[config.mk]
export PLATFORM = sky130hd
export DESIGN_NAME = pong_game_ctrl_flat
export DESIGN_NICKNAME = d
export VERILOG_FILES = /design/src/rtl/pong_game_ctrl_if.sv /design/src/rtl/pong_game_ctrl.sv /design/src/flat_wrapper.sv
export SDC_FILE = /design/constraint.sdc
export NUM_CORES = 1
export LEC_CHECK = 0
export ABC_AREA = 1
export CORE_MARGIN = 3
export CORE_UTILIZATION = 57
export DETAILED_ROUTE_END_ITERATION = 7
export HOLD_SLACK_MARGIN = 0.05
export PLACE_DENSITY = 0.83
export SETUP_SLACK_MARGIN = 0.5
export SLEW_MARGIN = 10
export SYNTH_ARGS = -nofsm -noshare
export SYNTH_HDL_FRONTEND = slang
export SYNTH_SLANG_ARGS = --single-unit
[constraint.sdc]
create_clock -name clk_pix -period 4.8 [get_ports clk_pix]
set_input_delay 0.96 -clock clk_pix [delete_from_list [all_inputs] [get_ports clk_pix]]
set_output_delay 0.96 -clock clk_pix [all_outputs]
set_load 0.1 [all_outputs]
[src/rtl/pong_game_ctrl_if.sv]
// pong_game_ctrl_if: control/status bundle between the pong game-flow controller and the rest of the pong design.
interface pong_game_ctrl_if;
   logic       frame_tick;
   logic       btn_launch;
   logic       btn_up;
   logic       btn_down;
   logic       hit_left;
   logic       hit_right;
   logic [2:0] state;
   logic [4:0] score_p1;
   logic [4:0] score_p2;
   logic [4:0] max_score;
   logic       serve_side;
   logic       serve_pulse;
   logic       winner;
   modport master (
      output frame_tick, btn_launch, btn_up, btn_down, hit_left, hit_right,
      input  state, score_p1, score_p2, max_score, serve_side, serve_pulse, winner
   );
   modport slave (
      input  frame_tick, btn_launch, btn_up, btn_down, hit_left, hit_right,
      output state, score_p1, score_p2, max_score, serve_side, serve_pulse, winner
   );
endinterface

[src/rtl/pong_game_ctrl.sv]
// pong_game_ctrl: debounced game-flow FSM (menu, target score, serve, scoring, game end) in the clk_pix domain.
// Define PONG_AUTO_SERVE_EN to serve automatically after SERVE_TIMEOUT_FRAMES idle frames in START.
module pong_game_ctrl #(
   parameter int DEFAULT_MAX_SCORE    = 5,
   parameter int MAX_SCORE_LIMIT      = 21,
   parameter int DEBOUNCE_FRAMES      = 3,
   parameter int POINT_HOLD_FRAMES    = 60,
   parameter int SERVE_TIMEOUT_FRAMES = 180
) (
   input logic             clk_pix,
   input logic             reset,
   pong_game_ctrl_if.slave bus
);
   localparam int DW = $clog2(DEBOUNCE_FRAMES + 1);
   localparam int FW = $clog2((POINT_HOLD_FRAMES > SERVE_TIMEOUT_FRAMES ? POINT_HOLD_FRAMES : SERVE_TIMEOUT_FRAMES) + 1);
   typedef enum logic [2:0] {MENU, SET, START, PLAY, END_POINT, END_GAME} state_t;
   logic [2:0]    btn, press;
   logic [DW-1:0] db_cnt [3];
   state_t        state_q, state_d;
   logic [4:0]    p1_q, p1_d, p2_q, p2_d, max_q, max_d;
   logic          side_q, side_d, win_q, win_d, sp_q, sp_d;
   logic [FW-1:0] fcnt_q, fcnt_d;
   logic          launch, up, down, go_serve;
   assign btn = {bus.btn_down, bus.btn_up, bus.btn_launch};
   assign {down, up, launch} = press;
   // press fires on the tick that brings the counter to DEBOUNCE_FRAMES; saturation blocks repeats
   always_ff @(posedge clk_pix) begin
      if (reset) begin
         press <= '0;
         for (int i = 0; i < 3; i++) db_cnt[i] <= '0;
      end else begin
         for (int i = 0; i < 3; i++) begin
            press[i] <= bus.frame_tick && btn[i] && db_cnt[i] == DW'(DEBOUNCE_FRAMES - 1);
            if (bus.frame_tick)
               db_cnt[i] <= !btn[i] ? '0 : db_cnt[i] == DW'(DEBOUNCE_FRAMES) ? db_cnt[i] : db_cnt[i] + 1'b1;
         end
      end
   end
`ifdef PONG_AUTO_SERVE_EN
   assign go_serve = launch || (bus.frame_tick && fcnt_q == FW'(SERVE_TIMEOUT_FRAMES - 1));
`else
   assign go_serve = launch;
`endif
   always_comb begin
      state_d = state_q;
      p1_d    = p1_q;
      p2_d    = p2_q;
      max_d   = max_q;
      side_d  = side_q;
      win_d   = win_q;
      sp_d    = 1'b0;
      case (state_q)
         MENU: if (launch) state_d = SET;
         SET: begin
            if (up && !down && max_q != 5'(MAX_SCORE_LIMIT)) max_d = max_q + 5'd1;
            if (down && !up && max_q != 5'd1) max_d = max_q - 5'd1;
            if (launch) begin
               state_d = START;
               p1_d    = '0;
               p2_d    = '0;
            end
         end
         START: if (go_serve) begin
            state_d = PLAY;
            sp_d    = 1'b1;
         end
         PLAY: begin
            if (bus.hit_right) begin
               p1_d    = p1_q + 5'd1;
               side_d  = 1'b1;
               state_d = END_POINT;
            end else if (bus.hit_left) begin
               p2_d    = p2_q + 5'd1;
               side_d  = 1'b0;
               state_d = END_POINT;
            end
         end
         END_POINT: if (bus.frame_tick && fcnt_q == FW'(POINT_HOLD_FRAMES - 1)) begin
            state_d = (p1_q == max_q || p2_q == max_q) ? END_GAME : START;
            win_d   = p1_q == max_q ? 1'b0 : p2_q == max_q ? 1'b1 : win_q;
         end
         END_GAME: if (launch) begin
            state_d = MENU;
            p1_d    = '0;
            p2_d    = '0;
         end
         default: state_d = MENU;
      endcase
      // frame counter restarts on every state change so END_POINT/START time from entry
      fcnt_d = state_d != state_q ? '0 : bus.frame_tick ? fcnt_q + 1'b1 : fcnt_q;
   end
   always_ff @(posedge clk_pix) begin
      if (reset) begin
         state_q <= MENU;
         p1_q    <= '0;
         p2_q    <= '0;
         max_q   <= 5'(DEFAULT_MAX_SCORE);
         side_q  <= 1'b0;
         win_q   <= 1'b0;
         sp_q    <= 1'b0;
         fcnt_q  <= '0;
      end else begin
         state_q <= state_d;
         p1_q    <= p1_d;
         p2_q    <= p2_d;
         max_q   <= max_d;
         side_q  <= side_d;
         win_q   <= win_d;
         sp_q    <= sp_d;
         fcnt_q  <= fcnt_d;
      end
   end
   assign bus.state       = state_q;
   assign bus.score_p1    = p1_q;
   assign bus.score_p2    = p2_q;
   assign bus.max_score   = max_q;
   assign bus.serve_side  = side_q;
   assign bus.serve_pulse = sp_q;
   assign bus.winner      = win_q;
endmodule

[src/flat_wrapper.sv]
// flat-port wrapper written by rule: the top's interface ports become plain ports
module pong_game_ctrl_flat 
#(
   parameter int DEFAULT_MAX_SCORE    = 5,
   parameter int MAX_SCORE_LIMIT      = 21,
   parameter int DEBOUNCE_FRAMES      = 3,
   parameter int POINT_HOLD_FRAMES    = 60,
   parameter int SERVE_TIMEOUT_FRAMES = 180
)
  (clk_pix, reset, bus_frame_tick, bus_btn_launch, bus_btn_up, bus_btn_down, bus_hit_left, bus_hit_right, bus_state, bus_score_p1, bus_score_p2, bus_max_score, bus_serve_side, bus_serve_pulse, bus_winner);
  pong_game_ctrl_if bus_i ();
  input logic clk_pix;
  input logic reset;
  input wire logic [$bits(bus_i.frame_tick)-1:0] bus_frame_tick;
  input wire logic [$bits(bus_i.btn_launch)-1:0] bus_btn_launch;
  input wire logic [$bits(bus_i.btn_up)-1:0] bus_btn_up;
  input wire logic [$bits(bus_i.btn_down)-1:0] bus_btn_down;
  input wire logic [$bits(bus_i.hit_left)-1:0] bus_hit_left;
  input wire logic [$bits(bus_i.hit_right)-1:0] bus_hit_right;
  output wire logic [$bits(bus_i.state)-1:0] bus_state;
  output wire logic [$bits(bus_i.score_p1)-1:0] bus_score_p1;
  output wire logic [$bits(bus_i.score_p2)-1:0] bus_score_p2;
  output wire logic [$bits(bus_i.max_score)-1:0] bus_max_score;
  output wire logic [$bits(bus_i.serve_side)-1:0] bus_serve_side;
  output wire logic [$bits(bus_i.serve_pulse)-1:0] bus_serve_pulse;
  output wire logic [$bits(bus_i.winner)-1:0] bus_winner;
  assign bus_i.frame_tick = bus_frame_tick;
  assign bus_i.btn_launch = bus_btn_launch;
  assign bus_i.btn_up = bus_btn_up;
  assign bus_i.btn_down = bus_btn_down;
  assign bus_i.hit_left = bus_hit_left;
  assign bus_i.hit_right = bus_hit_right;
  assign bus_state = bus_i.state;
  assign bus_score_p1 = bus_i.score_p1;
  assign bus_score_p2 = bus_i.score_p2;
  assign bus_max_score = bus_i.max_score;
  assign bus_serve_side = bus_i.serve_side;
  assign bus_serve_pulse = bus_i.serve_pulse;
  assign bus_winner = bus_i.winner;
  pong_game_ctrl #(.DEFAULT_MAX_SCORE(DEFAULT_MAX_SCORE), .MAX_SCORE_LIMIT(MAX_SCORE_LIMIT), .DEBOUNCE_FRAMES(DEBOUNCE_FRAMES), .POINT_HOLD_FRAMES(POINT_HOLD_FRAMES), .SERVE_TIMEOUT_FRAMES(SERVE_TIMEOUT_FRAMES)) u_core (.clk_pix(clk_pix), .reset(reset), .bus(bus_i));
endmodule
### After elaboration in Yosys (flattened, before gate mapping)

Memory sizes are Yosys's and may differ from the RTL's.
Cells that the tools add are included.

* bits in registers: 32
* latch bits: 0
* bits in writable memories: 6
* ROM bits: 0
* input bits: 8
* output and inout port bits: 21
* logic and storage cells: 106
* memories: 1

* $add $sub $neg: 8
* multiply operators: 0
* div/mod/pow operators: 0
* $lt $le $gt $ge: 0
* equal/unequal tests: 21
* shifts and indexed selects: 0
* multiplexer cells: 36
* bitwise logic cells: 4
* reductions and logical operators: 27

Memory list
* u_core.db_cnt: words 3, width 2, rd ports 3, clocked after memory_dff 0, wr ports 3, RTL line pong_game_ctrl.sv:18 `logic [DW-1:0] db_cnt [3];`

Operator list (number)
* $mux 5: 6
* $mux 3: 8
* $pmux 5 s2: 2
* $mux 2: 9
* $pmux 3 s6: 1
* $add 5x1->5 const B: 3
* $eq 2x2->1 const B: 6
* $logic_and 1x1->1: 11
* $eq 5x5->1: 2
* $mux 1: 10
* $add 8x1->8 const B: 1
* $eq 8x6->1 const B: 1
* $reduce_bool 2->1: 4
* $add 2x1->2 const B: 3
* $eq 3x2->1 const B: 2
* $eq 3x3->1 const B: 2
* $ne 2x2->1 const B: 3
* $reduce_and 3->1: 2
* $reduce_or 2->1: 3
* $ne 5x1->1 const B: 1
* $ne 5x5->1 const B: 1
* $sub 5x1->5 const B: 1
* $reduce_and 2->1: 2
* $reduce_and 4->1: 1
* other kinds (8): 11

### Logic depth before layout (Yosys ltp)

Gate-level depths: netlist of run 1.

* word-level depth: 7
* gate-level depth with buffers: 13
* depth with buffers taken out: 12

### Least setup slack after synthesis of run 1

No wires, ideal clock.

* kind: flip-flop to flip-flop
* start: reg u_core.state_q[0] (netlist: u_core.bus.state[0])
* end: reg u_core.p2_q[4] (netlist: u_core.bus.score_p2[4])
* setup time: 0.128 ns
* data arrival time: 2.227 ns
* required time: 4.672 ns
* path slack: 2.445 ns
* cell stages (with the launch flop): 11
* buffers on the path: 0
* clock period less this slack: 2.355 ns
* cell sequence: dfxtp_1 -> inv_2 -> or2_1 -> or2_4 -> and2_4 -> clkinv_4 -> nand2_2 -> nor2_2 -> nand2_1 -> nor2_1 -> nor3b_2

* cells in the longest elaborated chain, start to end: 4
* elaborated cells on any way between the ends: 10
* those cells by class: eq/ne (6); mux (1); reduce/logical (3)

Ends and longest elaborated chain
* start: declaration: RTL line pong_game_ctrl.sv:19 `state_t state_q, state_d;`
* start signal: assignment: RTL line pong_game_ctrl.sv:103 `state_q <= state_d;`
* $eq 3x1->1 / $eq 3x3->1 (equally long branches): RTL line pong_game_ctrl.sv:52 `case (state_q)`
* $reduce_or 2->1 (no source line)
* $ne 2x1->1 (no source line) / $reduce_bool 2->1 (equally long branches)
* $reduce_and 4->1 (no source line)
* end signal: assignment: RTL line pong_game_ctrl.sv:105 `p2_q <= p2_d;`
* end: declaration: RTL line pong_game_ctrl.sv:20 `logic [4:0] p1_q, p1_d, p2_q, p2_d, max_q, max_d;`

Several ways; a longest one is shown, not always the timed one.
A chain may end at the register's enable or synchronous reset.

### Worst setup path in the final report of run 1

* start: reg u_core.max_q[2] (netlist: u_core.bus.max_score[2])
* end: out bus_max_score[2]

RTL lines
* start: declaration: RTL line pong_game_ctrl.sv:20
* start signal: assignment: RTL line pong_game_ctrl.sv:97 `max_q <= 5'(DEFAULT_MAX_SCORE);`
* start signal: assignment: RTL line pong_game_ctrl.sv:106 `max_q <= max_d;`
* end: declaration: RTL line flat_wrapper.sv:23 `output wire logic [$bits(bus_i.max_score)-1:0] bus_max_score;`

No word-level cell between the ends.

==> results of run 1 <==
## sequential cells by signal, summed over array words and instances (netlist names)
name,cells
u_core.press,3
u_core.bus.score_p2,5
u_core.bus.serve_side,1
u_core.bus.max_score,5
u_core.db_cnt,6
u_core.bus.serve_pulse,1
u_core.bus.winner,1
u_core.bus.score_p1,5
u_core.bus.state,3
u_core.fcnt_q,8
## cells by family (layout without fill, tap and decap cells)
family | count (synthesis) | after routing | synth area share [%]
xor+xnor | 8 | 8 | 3.36
mux | 1 | 1 | 0.480
compound gates | 35 | 35 | 8.94
flops | 38 | 38 | 39.4
simple gates | 147 | 147 | 31.0
buf+inv | 52 | 85 | 9.72
fa+ha+maj | 12 | 12 | 7.20
## area by class of cell
cell class / instances / area share (%)
Sequential cell: 38 / 32.8
Tap cell: 46 / 2.30
Inverter: 49 / 7.55
Timing Repair Buffer: 28 / 11.2
Multi-Input combinational cell: 203 / 42.5
Clock inverter: 1 / 0.200
Clock buffer: 7 / 3.45
## layer usage
metal | up-vias | share of wire (%)
met5 | - | 0
met4 | 0 | 2.2
met3 | 8 | 4.1
met2 | 45 | 47
met1 | 820 | 47
li1 | 994 | -
## worst max-delay path by stage
stage                                    startpoint                             endpoint  slack (ns)  cells past startpoint
2_1_floorplan        u_core.bus.state[0]$_SDFF_PP0_  u_core.bus.score_p2[4]$_SDFFE_PP0P_        2.44                     10
4_1_cts        u_core.bus.max_score[2]$_SDFFE_PP1P_                     bus_max_score[2]        1.78                      1
6_report       u_core.bus.max_score[2]$_SDFFE_PP1P_                     bus_max_score[2]        1.80                      1
3_5_place_dp                         bus_frame_tick        u_core.fcnt_q[0]$_SDFFE_PP0P_        1.97                     10
5_1_grt        u_core.bus.max_score[2]$_SDFFE_PP1P_                     bus_max_score[2]        1.73                      1
3_3_place_gp                         bus_frame_tick        u_core.fcnt_q[0]$_SDFFE_PP0P_        2.03                     10
## layout by cell type, fill, tap and decap left out, types with 6 or more instances in the layout
cell type / Yosys / layout
nand2_1: 65 / 65
a21oi_1: 15 / 15
ha_1: 12 / 12
nor3_1: 9 / 9
nand3_1: 14 / 14
o21ai_0: 14 / 14
nor2_1: 42 / 42
edfxtp_1: 6 / 6
clkbuf_8: 0 / 6
inv_2: 7 / 7
dfxtp_1: 32 / 32
inv_1: 41 / 41
clkdlybuf4s50_1: 0 / 28
## power by group
group | switching (mW) | internal [mW] | total [mW]
Clock | 0.110 | 0.116 | 0.226
Sequential | 0.00486 | 0.330 | 0.334
Combinational | 0.0204 | 0.0139 | 0.0342
Total | 0.135 | 0.459 | 0.595
==> metrics, run 1 <==
outcome=finished, final reports clean; crit-path max cell delay=1.20 ns; #FFs+latches synth=38; CTS Buffer Depth=2; Leakage=1.06 nW; Layout Utilization=72.7%; Post-synth top cells=65 x nand2_1, 42 x nor2_1, 41 x inv_1; final instance area=2500 um^2; Final Skew=0.0101 ns; met2 usage=36.8%; worst reg2reg startpoint=u_core.bus.max_score[1]$_SDFFE_PP0P_; Final GP Congestion=0.815; Fill cells=286; area of the multi-input gates=1060 um^2; CTS tree=built; Root Driver=clkbuf_8; pwr dens=238 nW/um^2; Unique masters post-synth=32; vias per cell=5.02; Routed wire per std cell=11.1 um; WP data required=3.84 ns; Final Total Pwr=595 uW; Worst setup EP type=output port; total CTS buffers=5; CTS Sinks=38; M1 GR Usage=24.3%; cell at the slowest stage of the critical path=clkdlybuf4s50_1; initial antenna violation count=0; DIE AREA=4420 um^2; critical path's top delay family=buffers and inverters; Placed Area=2410 um^2; crit path max fanout=10; final period utilization=62.6%; DRC=0; Fmax=333 MHz; worst-skew pair later-pin latency=0.29 ns; hold worst-path end=u_core.bus.serve_side$_SDFFE_PP0P_; Hold Crit Start=u_core.bus.serve_side$_SDFFE_PP0P_; Worst Max-Slew Pin Slew=0.968 ns; ratio of cells with drive above 1 in the final layout=7.06%; remaining global-route overflow=0; synth-to-layout area growth=19.9%; clk slew on worst S/H paths=0.08 ns; Synth Cell Area=2090 um^2; setup TNS=0 ns; RSZ-0062 raised after global routing=no; Pre-antenna DRT Iters=5; setup bufs post-CTS=0; largest net degree at the start of global routing=12; top cells by area, synth=dfxtp_1 31%, nand2_1 12%, edfxtp_1 8.6%, nor2_1 7.6%, inv_1 7.4%; initial cell density of the core=60.6%; DR iter-0 viols=144; dpl ws=1.97 ns; GRT busiest layer=met2; htree depth=2; CTS resizes=0; num ports=29; predominant post-synthesis flop cell=dfxtp_1; cell taking the most area after synthesis=dfxtp_1; Post-Synthesis Cells=293; placed wire-length estimate=3110 um; max_cap viols=0; final wirelength=4130 um; worst relative slew slack=35.3%; Seq. cell area=821 um^2; Antenna diodes=0; register area share after synthesis=39.4%; vias in the first global route=1746; Slew Limit Fails=0; Die Y=66.5 um; Net Count, Synth=313; IO Port Bufs=28; R2R cell count=10; setup violators final=0; Vias=1867; DRT antenna net count=0; Crit Path Category=reg2out; syn_area_per_cell=7.12 um^2; Startpoint Class=flip-flop; CP bufs+invs=1; hold path cells=2; core footprint=3440 um^2; R2R Path End=u_core.bus.max_score[2]$_SDFFE_PP1P_; Post-synth EDFFs=6; num rows=21; Critical Path AT=2.04 ns; first-pass GRT wire length=7170 um; placed insts=364; Final Critical Period=3.00 ns; FF-to-FF setup slack=2.84 ns; Die X=66.5 um; synth warn=0; Hold WS=0.464 ns; most common cell in the synthesized netlist=nand2_1; hold buffers post-CTS=0; worst hold-check path type=reg2reg; Final Hold Fails=0; CP Cell Sequence=clkdlybuf4s50_1; setup slack after layout=1.80 ns; Yosys top cell area share=30.7%; Non-Filler Instances=372; Total GRT Usage=21.4%; Final #Nets=345; peak supply drop=0.215 mV; Post-synth ARST share=0%; grt met3 use=5.06%
(Power assumes the default switching activity.)
==> run 2, diff against run 1 <==
Settings changed: CORE_UTILIZATION 57 to 54, PLACE_DENSITY 0.83 to 0.79.
Clock period 4.8 ns to 3.1 ns, I/O delays scaled along.
==> run 2 against run 1 <==
  * Global-route usage decreased by 0.33 points
  * Critical path type is now in2reg
  * Largest cell class unchanged
  * Sequential power increased by 55%
  * Highest routed layer unchanged
  * Sequential share of layout area increased by 0.37 points
  * Die area increased by 5.1%
==> metrics, run 2 (synthesized netlist as in run 1, its figures left out) <==
total CTS buffers=5 (unchanged); Final Hold Fails=0 (unchanged); first-pass GRT wire length=7360 um (was 7170 um); worst relative slew slack=69.5% (was 35.3%); Total GRT Usage=21.1% (was 21.4%); max_cap viols=0 (unchanged); CP Cell Sequence=clkdlybuf4s50_1 -> inv_1 -> nor3_2 -> nand3_1 -> nand2_1 -> nand2_1 -> nor2_1 -> nor2_1 -> nand2_1 -> nor2_1 (was clkdlybuf4s50_1); vias per cell=5.06 (was 5.02); IO Port Bufs=28 (unchanged); Die Y=68.2 um (was 66.5 um); Slew Limit Fails=0 (unchanged); hold buffers post-CTS=0 (unchanged); Largest regs=u_core.fcnt_q (8), u_core.db_cnt (6) (unchanged); Final Critical Period=2.22 ns; Final Total Pwr=1.01 mW (was 595 uW); core footprint=3520 um^2 (was 3440 um^2); Fmax=451 MHz; cell at the slowest stage of the critical path=clkdlybuf4s50_1 (unchanged); Leakage=1.11 nW (was 1.06 nW); commonest non-fill, non-tap cell in the layout=nand2_1 (unchanged); clk slew on worst S/H paths=0.08 ns (about the same); placed wire-length estimate=3210 um (was 3110 um); setup slack after layout=0.881 ns (was 1.80 ns); crit path max fanout=8 (was 10); Final GP Congestion=0.828 (was 0.815); RSZ-0062 raised after global routing=no (unchanged); outcome=finished, final reports clean (unchanged); largest reg by FF count=u_core.fcnt_q (unchanged); WP data required=3.28 ns (was 3.84 ns); dpl ws=0.571 ns (was 1.97 ns); ratio of cells with drive above 1 in the final layout=13.5% (was 7.06%); worst-skew pair later-pin latency=0.30 ns (was 0.29 ns); Worst Max-Slew Pin Slew=0.455 ns (was 0.968 ns); DIE AREA=4640 um^2 (was 4420 um^2); pwr dens=409 nW/um^2 (was 238 nW/um^2); Vias=1882 (was 1867); Die X=68.2 um (was 66.5 um); DRT antenna net count=0 (unchanged); CTS resizes=0 (unchanged); commonest non-fill, non-tap cells in the layout=65 x nand2_1, 42 x nor2_1, 41 x inv_1, 32 x dfxtp_1, 21 x buf_4 (was 65 x nand2_1, 42 x nor2_1, 41 x inv_1, 32 x dfxtp_1, 28 x clkdlybuf4s50_1); Worst setup EP type=flip-flop (was output port); Root Driver=clkbuf_8 (unchanged); setup violators final=0 (unchanged); final wirelength=4240 um (was 4130 um); worst hold-check path type=reg2reg (unchanged); initial cell density of the core=59.2% (was 60.6%); num rows=21 (unchanged); CTS Sinks=38 (unchanged); final instance area=2470 um^2 (was 2500 um^2); Antenna diodes=0 (unchanged); Crit Path Category=in2reg (was reg2out); vias in the first global route=1724 (was 1746); remaining global-route overflow=0 (unchanged); Non-Filler Instances=372 (unchanged); htree depth=2 (unchanged); largest net degree at the start of global routing=13 (was 12); Placed Area=2360 um^2 (was 2410 um^2); setup bufs post-CTS=0 (unchanged); crit-path max cell delay=0.61 ns (was 1.20 ns); Final Skew=0.00802 ns (was 0.0101 ns); Routed wire per std cell=11.4 um (was 11.1 um); DRC=0 (unchanged); placed insts=364 (unchanged); initial antenna violation count=0 (unchanged); synth-to-layout area growth=18.6% (was 19.9%); peak supply drop=0.304 mV (was 0.215 mV); Final #Nets=345 (unchanged); DR iter-0 viols=145 (was 144); num ports=29 (unchanged); number of flip-flops in the largest register=8 (unchanged); Pre-antenna DRT Iters=4 (was 5); final period utilization=71.6%; Startpoint Class=input port (was flip-flop); CTS tree=built (unchanged); CTS Buffer Depth=2 (unchanged); Hold WS=0.477 ns (was 0.464 ns); Critical Path AT=2.40 ns (was 2.04 ns); setup TNS=0 ns (unchanged); Layout Utilization=70.3% (was 72.7%)
## run 2: cell types whose count changed in the layout (fill, tap and decap cells not counted), sizes merged
| cell | previous run | this run |
|---|---|---|
| bufinv | 0 | 1 |
| clkdlybuf4s50 | 28 | 7 |
| clkinv | 2 | 1 |
| buf | 0 | 21 |
## run 2: final timing paths
kind | start | end | depth (start not counted) | slack [ns]
setup / recovery | bus_frame_tick | u_core.fcnt_q[0]$_SDFFE_PP0P_ | 10 | 0.88
hold / removal | u_core.bus.serve_side$_SDFFE_PP0P_ | u_core.bus.serve_side$_SDFFE_PP0P_ | 2 | 0.48
setup reg to reg | u_core.bus.max_score[1]$_SDFFE_PP0P_ | u_core.bus.max_score[2]$_SDFFE_PP1P_ | 10 | 1.16
hold reg to reg | u_core.bus.serve_side$_SDFFE_PP0P_ | u_core.bus.serve_side$_SDFFE_PP0P_ | 2 | 0.48
## run 2: metal layers
layer  global-route usage (%)  routed length (um)  up-vias
met5                        0                   0        -
met4                     8.19                  68        0
met3                     5.42                 209        6
met2                     35.3                2000       39
met1                     25.8                1960      843
li1                         -                   -      994
## run 2: area by class of cell
type                            count  area [um^2]
Clock buffer                        7         86.3
Tap cell                           46         57.6
Clock inverter                      1         30.0
Fill cell                         316         1050
Sequential cell                    38          821
Multi-Input combinational cell    203         1060
Inverter                           49          189
Timing Repair Buffer               28          228
## run 2: power by group
group | internal, mW | total [mW] | switching, mW
clock network | 0.262 | 0.441 | 0.179
registers | 0.510 | 0.517 | 0.00701
logic | 0.0216 | 0.0541 | 0.0325
total | 0.794 | 1.01 | 0.218
## run 2: critical path, delay by kind of cell
kind / cells / cell delay [ns]
AND/OR/NAND/NOR: 8 / 1.03
buffers and inverters: 2 / 0.75
==> run 3, diff against run 2 <==
Clock period 3.1 ns to 2.2 ns, I/O delays scaled along.
==> run 3 against run 2 <==
  * Non-clock buffer count rose by 9
  * Sequential cell count unchanged
  * Count of clock-buffer cells in the layout unchanged
  * Clock skew fell by 0.0039 ns
  * Sequential share of layout area is 0.33 points lower
  * Critical path type is now reg2reg
  * Utilization up 6.0 points
==> metrics, run 3 (synthesized netlist as in run 1, its figures left out) <==
core footprint=3520 um^2 (unchanged); Final #Nets=354 (was 345); Vias=1941 (was 1882); initial antenna violation count=0 (unchanged); commonest non-fill, non-tap cells in the layout=59 x nand2_1, 39 x inv_1, 34 x nor2_1, 29 x buf_4 (was 65 x nand2_1, 42 x nor2_1, 41 x inv_1, 32 x dfxtp_1, 21 x buf_4); Worst setup EP type=flip-flop (unchanged); RSZ-0062 raised after global routing=yes (was no); num ports=29 (unchanged); largest net degree at the start of global routing=12 (was 13); final wirelength=4470 um (was 4240 um); max_cap viols=0 (unchanged); worst relative slew slack=74.3% (was 69.5%); DRT antenna net count=0 (unchanged); CTS tree=built (unchanged); crit path max fanout=5 (was 8); synth-to-layout area growth=28.7% (was 18.6%); M1 GR Usage=27.9% (was 25.8%); Fill cells=283 (was 316); Final Hold Fails=0 (unchanged); worst hold-check path type=reg2reg (unchanged); Final Critical Period=1.61 ns; WP data required=2.36 ns (was 3.28 ns); total CTS buffers=5 (unchanged); Largest regs=u_core.fcnt_q (8), u_core.db_cnt (6) (unchanged); Final GP Congestion=0.839 (was 0.828); Crit Path Category=reg2reg (was in2reg); peak supply drop=0.402 mV (was 0.304 mV); placed wire-length estimate=3150 um (was 3210 um); number of flip-flops in the largest register=8 (unchanged); final instance area=2690 um^2 (was 2470 um^2); first-pass GRT wire length=7470 um (was 7360 um); Worst Max-Slew Pin Slew=0.384 ns (was 0.455 ns); CTS Buffer Depth=2 (unchanged); final period utilization=73.3%; Die Y=68.2 um (unchanged); pwr dens=479 nW/um^2 (was 409 nW/um^2); Startpoint Class=flip-flop (was input port); met2 usage=34.1% (was 35.3%); DRC=0 (unchanged); grt met3 use=6.08% (was 5.42%); commonest non-fill, non-tap cell in the layout=nand2_1 (unchanged); CTS Sinks=38 (unchanged); vias per cell=5.09 (was 5.06); initial cell density of the core=59.2% (unchanged); Final Total Pwr=1.29 mW (was 1.01 mW); outcome=finished, final reports clean (unchanged); setup TNS=0 ns (unchanged); Antenna diodes=0 (unchanged); vias in the first global route=1693 (was 1724); Critical Path AT=1.78 ns (was 2.40 ns); worst-skew pair later-pin latency=0.29 ns (was 0.30 ns); htree depth=2 (unchanged); ratio of cells with drive above 1 in the final layout=28.7% (was 13.5%); Total GRT Usage=21.5% (was 21.1%); CP Cell Sequence=inv_4 -> or2_4 -> or2_4 -> and2_4 -> clkinv_4 -> nand2_2 -> nor2_4 -> nand2_2 -> nor2_2 -> nor3b_2 (was clkdlybuf4s50_1 -> inv_1 -> nor3_2 -> nand3_1 -> nand2_1 -> nand2_1 -> nor2_1 -> nor2_1 -> nand2_1 -> nor2_1); remaining global-route overflow=0 (unchanged); largest reg by FF count=u_core.fcnt_q (unchanged); Slew Limit Fails=0 (unchanged); IO Port Bufs=28 (unchanged); Leakage=1.17 nW (was 1.11 nW); clk slew on worst S/H paths=0.07 ns (was 0.08 ns); Fmax=620 MHz; Routed wire per std cell=11.7 um (was 11.4 um); Final Skew=0.00416 ns (was 0.00802 ns); Die X=68.2 um (unchanged); cell at the slowest stage of the critical path=dfxtp_4 (was clkdlybuf4s50_1); hold buffers post-CTS=0 (unchanged); Placed Area=2440 um^2 (was 2360 um^2); setup violators final=0 (unchanged); Root Driver=clkbuf_8 (unchanged); DIE AREA=4640 um^2 (unchanged); GRT busiest layer=met2 (unchanged); DR iter-0 viols=122 (was 145); crit-path max cell delay=0.36 ns (was 0.61 ns); Pre-antenna DRT Iters=4 (unchanged); num rows=21 (unchanged)
run 3: cell count changes in the layout (fill, tap and decap cells not counted), moves of 2 or more:
cell     delta
nor2_2      +6
buf_4       +8
nand3_2     +4
nor2_4      +2
nand2_1     -6
dfxtp_1    -19
dfxtp_4    +15
inv_1       -2
nor2_1      -8
nand2_2     +5
dfxtp_2     +4
nand3_1     -5
run 3: metrics by stage:
step,util (%),setup slack (ns),instances,hold slack [ns]
final,76.3,0.588,381,0.469
after floorplan,-,0.405,293,0.477
after CTS,72.6,0.522,375,0.470
after detailed placement,69.3,0.0818,366,0.459
after global routing,76.3,0.439,381,0.510
after global placement,69.3,0.128,366,0.455
run 3: final cells by class:
cell class | instances | area (um^2) | share of cell area (%)
Multi-Input combinational cell | 203 | 1160 | 43.3
Tap cell | 46 | 57.6 | 2.14
Clock inverter | 1 | 5.00 | 0.186
Timing Repair Buffer | 37 | 295 | 11.0
Inverter | 49 | 195 | 7.27
Clock buffer | 7 | 86.3 | 3.22
Sequential cell | 38 | 882 | 32.9
run 3: power by group:
group | switching [mW] | internal [mW] | leakage [nW]
logic | 0.0511 | 0.0356 | 0.789
clock network | 0.237 | 0.253 | 0.0482
registers | 0.0102 | 0.701 | 0.337
run 3: final timing paths:
check | start | to | slack, ns | cells after the start
worst max-delay path | u_core.bus.state[0]$_SDFF_PP0_ | u_core.bus.score_p2[4]$_SDFFE_PP0P_ | 0.59 | 10
worst min-delay path | u_core.bus.serve_side$_SDFFE_PP0P_ | u_core.bus.serve_side$_SDFFE_PP0P_ | 0.47 | 2
worst max register to register | u_core.bus.state[0]$_SDFF_PP0_ | u_core.bus.score_p2[4]$_SDFFE_PP0P_ | 0.59 | 10
worst min register to register | u_core.bus.serve_side$_SDFFE_PP0P_ | u_core.bus.serve_side$_SDFFE_PP0P_ | 0.47 | 2
run 3: repair_timing:
action,4_1_cts,5_1_grt
buffers inserted,1,6
pin swaps,0,8
hold endpoints to repair,0,0
resized for setup,5,25
setup endpoints to repair,9,18
run 3: metal layers:
layer,part of all wire [%],up-vias,wire [um]
met4,1.8,0,80
met2,48,48,2160
met3,5.9,9,263
met1,44,871,1960
li1,-,1013,-
met5,0,-,0
run 3: critical path, delay by kind of cell (launching register included):
kind	cells	cell delay, ns
buf+inv	2	0.11
flops	1	0.36
simple gates	8	1.01
